===== config.mk =====
export PLATFORM = sky130hd
export DESIGN_NAME = reply_tx
export DESIGN_NICKNAME = d
export VERILOG_FILES = /design/src/rtl/reply_pkg.sv /design/src/rtl/reply_arb.sv /design/src/rtl/reply_tx.sv
export SDC_FILE = /design/constraint.sdc
export NUM_CORES = 1
export LEC_CHECK = 0
export BUFFER_PORTS_ARGS = -buffer_cell sky130_fd_sc_hd__buf_2
export CAP_MARGIN = 30
export CORE_UTILIZATION = 57
export DETAILED_ROUTE_END_ITERATION = 8
export PLACE_DENSITY_LB_ADDON = 0.08
export SLEW_MARGIN = 30
export SYNTH_ARGS = -nofsm -noshare
export SYNTH_HDL_FRONTEND = slang
export SYNTH_SLANG_ARGS = --single-unit

===== constraint.sdc =====
create_clock -name clk -period 5.7 [get_ports clk]
set_clock_uncertainty 0.2 [all_clocks]
set_input_delay 1.14 -clock clk [delete_from_list [all_inputs] [get_ports clk]]
set_output_delay 1.14 -clock clk [all_outputs]
set_load 0.02 [all_outputs]

===== src/rtl/reply_pkg.sv =====
// Shared constants, types and byte table for the reply frame transmitter.
package reply_pkg;

  typedef logic [1:0] rtype_t;

  localparam rtype_t TYPE_ACK  = 2'd0;
  localparam rtype_t TYPE_ERR  = 2'd1;
  localparam rtype_t TYPE_STAT = 2'd2;

  localparam logic [7:0] SYNC0     = 8'hEB;
  localparam logic [7:0] SYNC1     = 8'h90;
  localparam logic [7:0] ACK_LEN   = 8'h00;
  localparam logic [7:0] ACK_CODE  = 8'h76;
  localparam logic [7:0] ERR_LEN   = 8'h04;
  localparam logic [7:0] ERR_CODE  = 8'hFF;
  localparam logic [7:0] STAT_LEN  = 8'h04;
  localparam logic [7:0] STAT_CODE = 8'hF0;

  typedef enum logic [1:0] {
    ST_IDLE = 2'd0,
    ST_SEND = 2'd1,
    ST_GAP  = 2'd2
  } tx_state_t;

  function automatic logic [7:0] reply_byte(input rtype_t t, input logic [1:0] idx);
    logic [7:0] b;
    b = '0;
    case (idx)
      2'd0:    b = SYNC0;
      2'd1:    b = SYNC1;
      2'd2:    b = (t == TYPE_ACK) ? ACK_LEN  : (t == TYPE_ERR) ? ERR_LEN  : STAT_LEN;
      default: b = (t == TYPE_ACK) ? ACK_CODE : (t == TYPE_ERR) ? ERR_CODE : STAT_CODE;
    endcase
    return b;
  endfunction

endpackage


===== src/rtl/reply_arb.sv =====
// Pending-request flags with drop counting and ERR > STAT > ACK priority select.
module reply_arb
  import reply_pkg::*;
(
  input  logic       clk,
  input  logic       rst,
  input  logic       req,
  input  logic [2:0] req_type,
  input  logic       take,
  output logic       any,
  output rtype_t     sel,
  output logic [7:0] drop_cnt
);

  logic [2:0] pending;
  logic [2:0] set_mask;
  logic [2:0] clr_mask;
  logic [2:0] drop_mask;
  logic [1:0] drop_num;
  logic [8:0] drop_sum;

  always_comb begin
    set_mask  = req ? req_type : '0;
    clr_mask  = take ? (3'b001 << sel) : '0;
    // A set landing on a bit being cleared this cycle re-queues it instead of dropping.
    drop_mask = set_mask & pending & ~clr_mask;
    drop_num  = 2'(drop_mask[0]) + 2'(drop_mask[1]) + 2'(drop_mask[2]);
    drop_sum  = {1'b0, drop_cnt} + 9'(drop_num);
    any       = |pending;
    if (pending[TYPE_ERR])       sel = TYPE_ERR;
    else if (pending[TYPE_STAT]) sel = TYPE_STAT;
    else                         sel = TYPE_ACK;
  end

  always_ff @(posedge clk) begin
    if (rst) begin
      pending  <= '0;
      drop_cnt <= '0;
    end else begin
      pending  <= (pending & ~clr_mask) | set_mask;
      drop_cnt <= drop_sum[8] ? 8'hFF : drop_sum[7:0];
    end
  end

endmodule


===== src/rtl/reply_tx.sv =====
// Reply frame transmitter: arbitrates pending reply types and streams
// 4-byte frames (EB 90 len code) over a valid/ready byte interface.
module reply_tx
  import reply_pkg::*;
#(
  parameter int unsigned GAP_CYCLES = 16
) (
  input  logic       clk,
  input  logic       rst,
  input  logic       en,
  input  logic       req,
  input  logic [2:0] req_type,
  output logic [7:0] tx_data,
  output logic       tx_valid,
  input  logic       tx_ready,
  output logic       busy,
  output logic       frame_done,
  output logic [7:0] drop_cnt
);

  localparam int unsigned GW = (GAP_CYCLES > 1) ? $clog2(GAP_CYCLES) : 1;
  localparam logic [GW-1:0] GAP_LOAD = (GAP_CYCLES > 0) ? GW'(GAP_CYCLES - 1) : '0;

  tx_state_t     state, state_n;
  logic [1:0]    idx, idx_n;
  rtype_t        cur_type, type_n;
  logic [GW-1:0] gap_cnt, gap_n;
  logic          take, any, done_n;
  rtype_t        sel;

  reply_arb u_arb (
    .clk      (clk),
    .rst      (rst),
    .req      (req),
    .req_type (req_type),
    .take     (take),
    .any      (any),
    .sel      (sel),
    .drop_cnt (drop_cnt)
  );

  always_comb begin
    state_n = state;
    idx_n   = idx;
    type_n  = cur_type;
    gap_n   = gap_cnt;
    take    = 1'b0;
    done_n  = 1'b0;
    case (state)
      ST_IDLE: begin
        if (en && any) begin
          take    = 1'b1;
          type_n  = sel;
          idx_n   = '0;
          state_n = ST_SEND;
        end
      end
      ST_SEND: begin
        if (tx_ready) begin
          if (idx == 2'd3) begin
            done_n = 1'b1;
            if (GAP_CYCLES > 0) begin
              gap_n   = GAP_LOAD;
              state_n = ST_GAP;
            end else if (en && any) begin
              // Without a gap the next frame chains directly so byte 0 follows byte 3.
              take    = 1'b1;
              type_n  = sel;
              idx_n   = '0;
              state_n = ST_SEND;
            end else begin
              state_n = ST_IDLE;
            end
          end else begin
            idx_n = idx + 2'd1;
          end
        end
      end
      ST_GAP: begin
        if (gap_cnt == '0) state_n = ST_IDLE;
        else               gap_n   = gap_cnt - 1'b1;
      end
      default: state_n = ST_IDLE;
    endcase
  end

  always_ff @(posedge clk) begin
    if (rst) begin
      state      <= ST_IDLE;
      idx        <= '0;
      cur_type   <= TYPE_ACK;
      gap_cnt    <= '0;
      tx_valid   <= 1'b0;
      tx_data    <= '0;
      busy       <= 1'b0;
      frame_done <= 1'b0;
    end else begin
      state      <= state_n;
      idx        <= idx_n;
      cur_type   <= type_n;
      gap_cnt    <= gap_n;
      tx_valid   <= (state_n == ST_SEND);
      tx_data    <= (state_n == ST_SEND) ? reply_byte(type_n, idx_n) : '0;
      busy       <= (state_n != ST_IDLE);
      frame_done <= done_n;
    end
  end

endmodule


# Yosys cells after proc, flatten, opt, wreduce, memory -nomap -nowiden

Index checks and enable logic that the tools add are counted.

Add/subtract/negate cells: 5
Eq/ne operators: 10
Shift operators: 1
Multiplexer cells: 27
Bitwise gates (word level): 8
Reduce and logical (&&, ||, !) cells: 11

Operator list:

| cell                  | number |
|---|---|
| $pmux W8 S3           | 1 |
| $mux W2               | 11 |
| $mux W4               | 4 |
| $mux W8               | 2 |
| $add A8 B2 Y9         | 1 |
| $and A3 B3 Y3         | 3 |
| $mux W3               | 3 |
| $eq A2 B1 Y1 const B  | 4 |
| $pmux W4 S2           | 1 |
| $eq A2 B2 Y1 const B  | 3 |
| $logic_not A2 Y1      | 3 |
| $ne A2 B2 Y1 const B  | 3 |
| $pmux W2 S3           | 1 |
| $reduce_or A3 Y1      | 2 |
| $logic_not A4 Y1      | 1 |
| $pmux W2 S2           | 1 |
| $reduce_and A4 Y1     | 1 |
| $reduce_bool A2 Y1    | 2 |
| $sub A4 B1 Y4 const B | 1 |
| $mux W1               | 3 |
| $not A1 Y1            | 3 |
| $not A3 Y3            | 1 |
| $or A3 B3 Y3          | 1 |
| $shl A1 B2 Y3 const A | 1 |
| other kinds (5)       | 5 |

Bits in registers: 32

# Longest topological paths before layout

Depth in word-level cells: 11
Gate-level depth with buffers: 12

# Cells and area by module

From an unflattened synthesis, not the netlist that was laid out.

Cells, all modules: 160
Area total of the unflattened synthesis: 1456.4 µm²

Modules (own cells, without submodules):

| module    | instances | cells each | area each (µm²) | seq. area each (µm²) |
|---|---|---|---|---|
| reply_tx  | 1         | 97         | 894.6           | 380.4 |
| reply_arb | 1         | 63         | 561.8           | 220.2 |

# Worst setup path after synthesis

OpenSTA, ideal clock, no wires.

Path type: input -> register
From: input en
To: register u_arb.drop_cnt[0]
Setup time: 0.132 ns
Arrival time: 3.359 ns
Slack: 2.009 ns
Cell stages on the path: 10
Path buffers: 0
Cells stage by stage: or3b_1 > nand2_1 > nor2_1 > fa_1 > ha_1 > fa_1 > and3_1 > and3_1 > nand3_1 > a21oi_1

Longest elaborated chain between the ends: 10

Ends and longest elaborated chain:

| element                | line            | RTL |
|---|---|---|
| start: declaration     | reply_tx.sv:10  | `input logic en,` |
| $logic_and A1 B1 Y1 *  | n/a             |  |
| $mux W1 *              | reply_tx.sv:51  | `if (en && any) begin` |
| $mux W1 *              | n/a             |  |
| $mux W3 *              | reply_arb.sv:24 | `clr_mask = take ? (3'b001 << sel) : '0;` |
| $not A3 Y3 *           | reply_arb.sv:26 | `drop_mask = set_mask & pending & ~clr_mask;` |
| $and A3 B3 Y3 *        | reply_arb.sv:26 |  |
| $add A1 B1 Y2          | reply_arb.sv:27 | `drop_num = 2'(drop_mask[0]) + 2'(drop_mask[1]) + 2'(drop_mask[2]);` |
| $add A2 B1 Y2 *        | reply_arb.sv:27 |  |
| $add A8 B2 Y9 *        | reply_arb.sv:28 | `drop_sum = {1'b0, drop_cnt} + 9'(drop_num);` |
| $mux W8 *              | reply_arb.sv:41 | `drop_cnt <= drop_sum[8] ? 8'hFF : drop_sum[7:0];` |
| end signal: assignment | reply_arb.sv:41 |  |
| end: declaration       | reply_arb.sv:12 | `output logic [7:0] drop_cnt` |

Mark *: on every way between the ends. The rest lies on a longest branch, timed or not.
A chain may end at the register's enable or synchronous reset.

# Final worst setup path

From: input en
To: register u_arb.drop_cnt[1]

Same word-level chain as after synthesis.

==> impl_results.md <==
* Status: finished, final reports clean
* Post-synthesis xor/xnor area fraction at 3.26%
* EDFF count, synth at 0
* Multiplexer share of the synthesized area at 0.744%
* Vias at 1090
* Core area at 2210 um2
* DRT Pass-1 Iters at 4
* Crit-path slowest cell: fa_1
* Clk_lat worst skew at between 300 and 400 ps
* Flops & latches, synth at 30
* Yosys top cell area share at 44.7%
* Fmax at 275 MHz
* IO buf count at 26
* CTS Buf Count at 5
* Yosys top cell by area: dfxtp_1
* Setup Fix Bufs, Post-CTS at 0
* Crit path required time at 5690 ps
* CTS clock-pin slew for the worst setup and hold paths at 90 ps
* Initial antenna violation count at 0
* Register area at 601 um2
* # IOs at 27
* Slew @ Worst Pin at about 430 ps
* TNS Setup at 0 ps
* Iter 0 DRT Violations at 24
* Max Slew Vio Count at 0
* Rel. slew slack at 70.9%
* CP cell instances: buf_2 -> nor3b_4 -> nand2_1 -> nand2_1 -> nor2_1 -> fa_1 -> ha_1 -> fa_1 -> and3_1 -> and3_1 -> nand3_1 -> a21oi_1
* CTS resizes at 0
* Setup violators final at 0
* Share of cells above drive strength 1 at 22.5%
* Max stage delay on crit path at 460 ps
* Async S/R FF share, synth at 0%
* Leading post-synthesis cells by cell area: dfxtp_1, ha_1, a21oi_1
* Post-Synth Adder-Cell Area at 9.49%
* Final Util at 70.8%
* Initial Util at 60.8%
* Synth Flop Type: dfxtp_1
* Hold crit path type: flip-flop to flip-flop
* DP HPWL at roughly 1.8 mm
* Synth Warn # at 0
* FILL cells at 201
* Worst hold margin at just over 300 ps
* VDD IR max at 239 uV
* Leak at approximately 0.71 nW
* Final period util at about 64%
* Most frequent cells in the layout: dfxtp_1, buf_2, nor2_1
* Vias in the first global route at 1005
* Drt drc at 0
* Cell Area, Synth at 1350 um2
* Synth Area in Compound Gates at 17.0%
* GPL Wtd Cong at about 0.74
* Setup Crit Path Kind: input port to flip-flop
* Max FO, Critical Path at 6
* GRT Resource Usage Total at 22.6%
* # hold bufs at CTS at 0
* Post-Syn Area per Cell at 9.28 um2
* Pin count of the biggest net entering global routing at 22
* Largest family of logic cells by synthesized area: simple AND/OR/NAND/NOR gates
* Capturing point of the worst reg2reg path: u_arb.drop_cnt[1]
* Post-synthesis sequential area ratio at between 40% and 50%
* Vias per cell at 5.42
* Clock sink total at 30
* Die ar. at 2560 um2
* ANT nets after route at 0
* Hold_sp: gap_cnt[1]
* Hold Vio Cnt, Final at 0
* Total Wirelength at 2.50 mm
* TritonCTS clock tree: done
* Syn Inst Count at 145
* Worst Setup End Kind: flip-flop
* Max cap viols at 0
* R2R Setup Slk at about 2500 ps
* Synthesized Nets at 162
* Row count at 17
* Die span in x at just over 50 um
* Cell variety after synth at 41
* Worst EP arrival at 3630 ps
* Crit path time final at 3640 ps
* Area grow syn2layout at 16.4%
* Min-Delay Endpoint: gap_cnt[1]
* Routed len/inst at 12.4 um
* Synth Area in Simple Gates at approximately a fifth
* Unrepaired setup endpoints after global routing: false
* Worst Setup Start Kind: input port
* Root Buffer: clkbuf_4
* GRT overflow at 0
* Hold-critical path depth at 2
* RR Startpoint: state[1]
* # H-tree levels at 2
* Power per Cell Area at about 280 nW/um2
* Multi-input logic area at 684 um2
* Diode count at 0
* Cell count of the worst reg-to-reg path at 10
* Maximum clock insertion buffer count at 2
* Die height at 50.6 um
* Power Total at between 0.4 and 0.5 mW
* Commonest non-fill, non-tap cell in the layout: dfxtp_1
* Fin nets at 190
* Global-route wire length before repair at 4.16 mm
-- worst max-delay path: cells and delay by family --
kind / cells / cell delay [ps]
simple gates: 7 / 1180
fa+ha+maj: 3 / 1120
compound gates: 1 / 110
buf+inv: 1 / 90
-- state kept, by name (all words and copies together) (netlist names), 2 cells and up --
name            cells
u_arb.pending       3
state               2
u_arb.drop_cnt      8
tx_data             6
gap_cnt             4
idx                 2
cur_type            2
-- through the flow --
step                cell area [um2]  setup WS (ps)  cells
floorplan                      1350           2010    145
global placement               1480           1810    194
detailed placement             1480           1730    194
CTS                            1570           2070    201
global route                   1570           1940    201
finish                         1570           2060    201
-- worst max-delay path by stage --
stage                     startpoint                 to  slack, ps  cells after the start
after global routing              en  u_arb.drop_cnt[1]       1940                     12
after CTS                         en  u_arb.drop_cnt[1]       2070                     12
after detailed placement          en  u_arb.drop_cnt[4]       1730                     11
after floorplan                   en  u_arb.drop_cnt[0]       2010                     10
final                             en  u_arb.drop_cnt[1]       2060                     12
after global placement            en  u_arb.drop_cnt[0]       1810                     11
-- layout make-up --
| class | count | share of cell area [%] |
|---|---|---|
| clock buffers | 6 | 3.28 |
| clock inverters | 1 | 1.92 |
| inverters | 9 | 2.16 |
| multi-input cells | 101 | 43.7 |
| flip-flops and latches | 30 | 38.4 |
| well taps | 28 | 2.24 |
| repair buffers | 26 | 8.31 |
-- cells by family after synthesis --
family | Yosys count
xor+xnor | 5
fa+ha+maj | 9
compound gates | 34
flops | 30
mux | 1
buf+inv | 14
simple gates | 52
-- layer usage --
| layer | global-route usage, % | vias up | share of wire [%] |
|---|---|---|---|
| met5 | 0 | - | 0 |
| li1 | - | 561 | - |
| met1 | 25.8 | 508 | 47 |
| met3 | 7.27 | 4 | 3.6 |
| met2 | 37.8 | 17 | 48 |
| met4 | 11.1 | 0 | 2.1 |
-- cell usage after synthesis (2+ instances only) --
cell       count
fa_1           2
and3_1         2
a21oi_1       15
nand3b_1       2
nor2b_1        2
inv_2          2
nor2_1        20
buf_4          2
o21ai_1        2
inv_1          7
nor3_1         3
xnor2_1        5
dfxtp_1       30
nand3_1        3
a221oi_1       2
a2bb2oi_1      2
clkbuf_1       3
ha_1           7
a211oi_1       2
nand2b_1       3
nand2_1        9
-- power breakdown --
part	switching [mW]	total, mW	internal, mW
logic	0.0282	0.0457	0.0175
clock network	0.0717	0.174	0.102
registers	0.00604	0.224	0.218
total	0.106	0.443	0.337
Power figures use the tool's default switching activity.
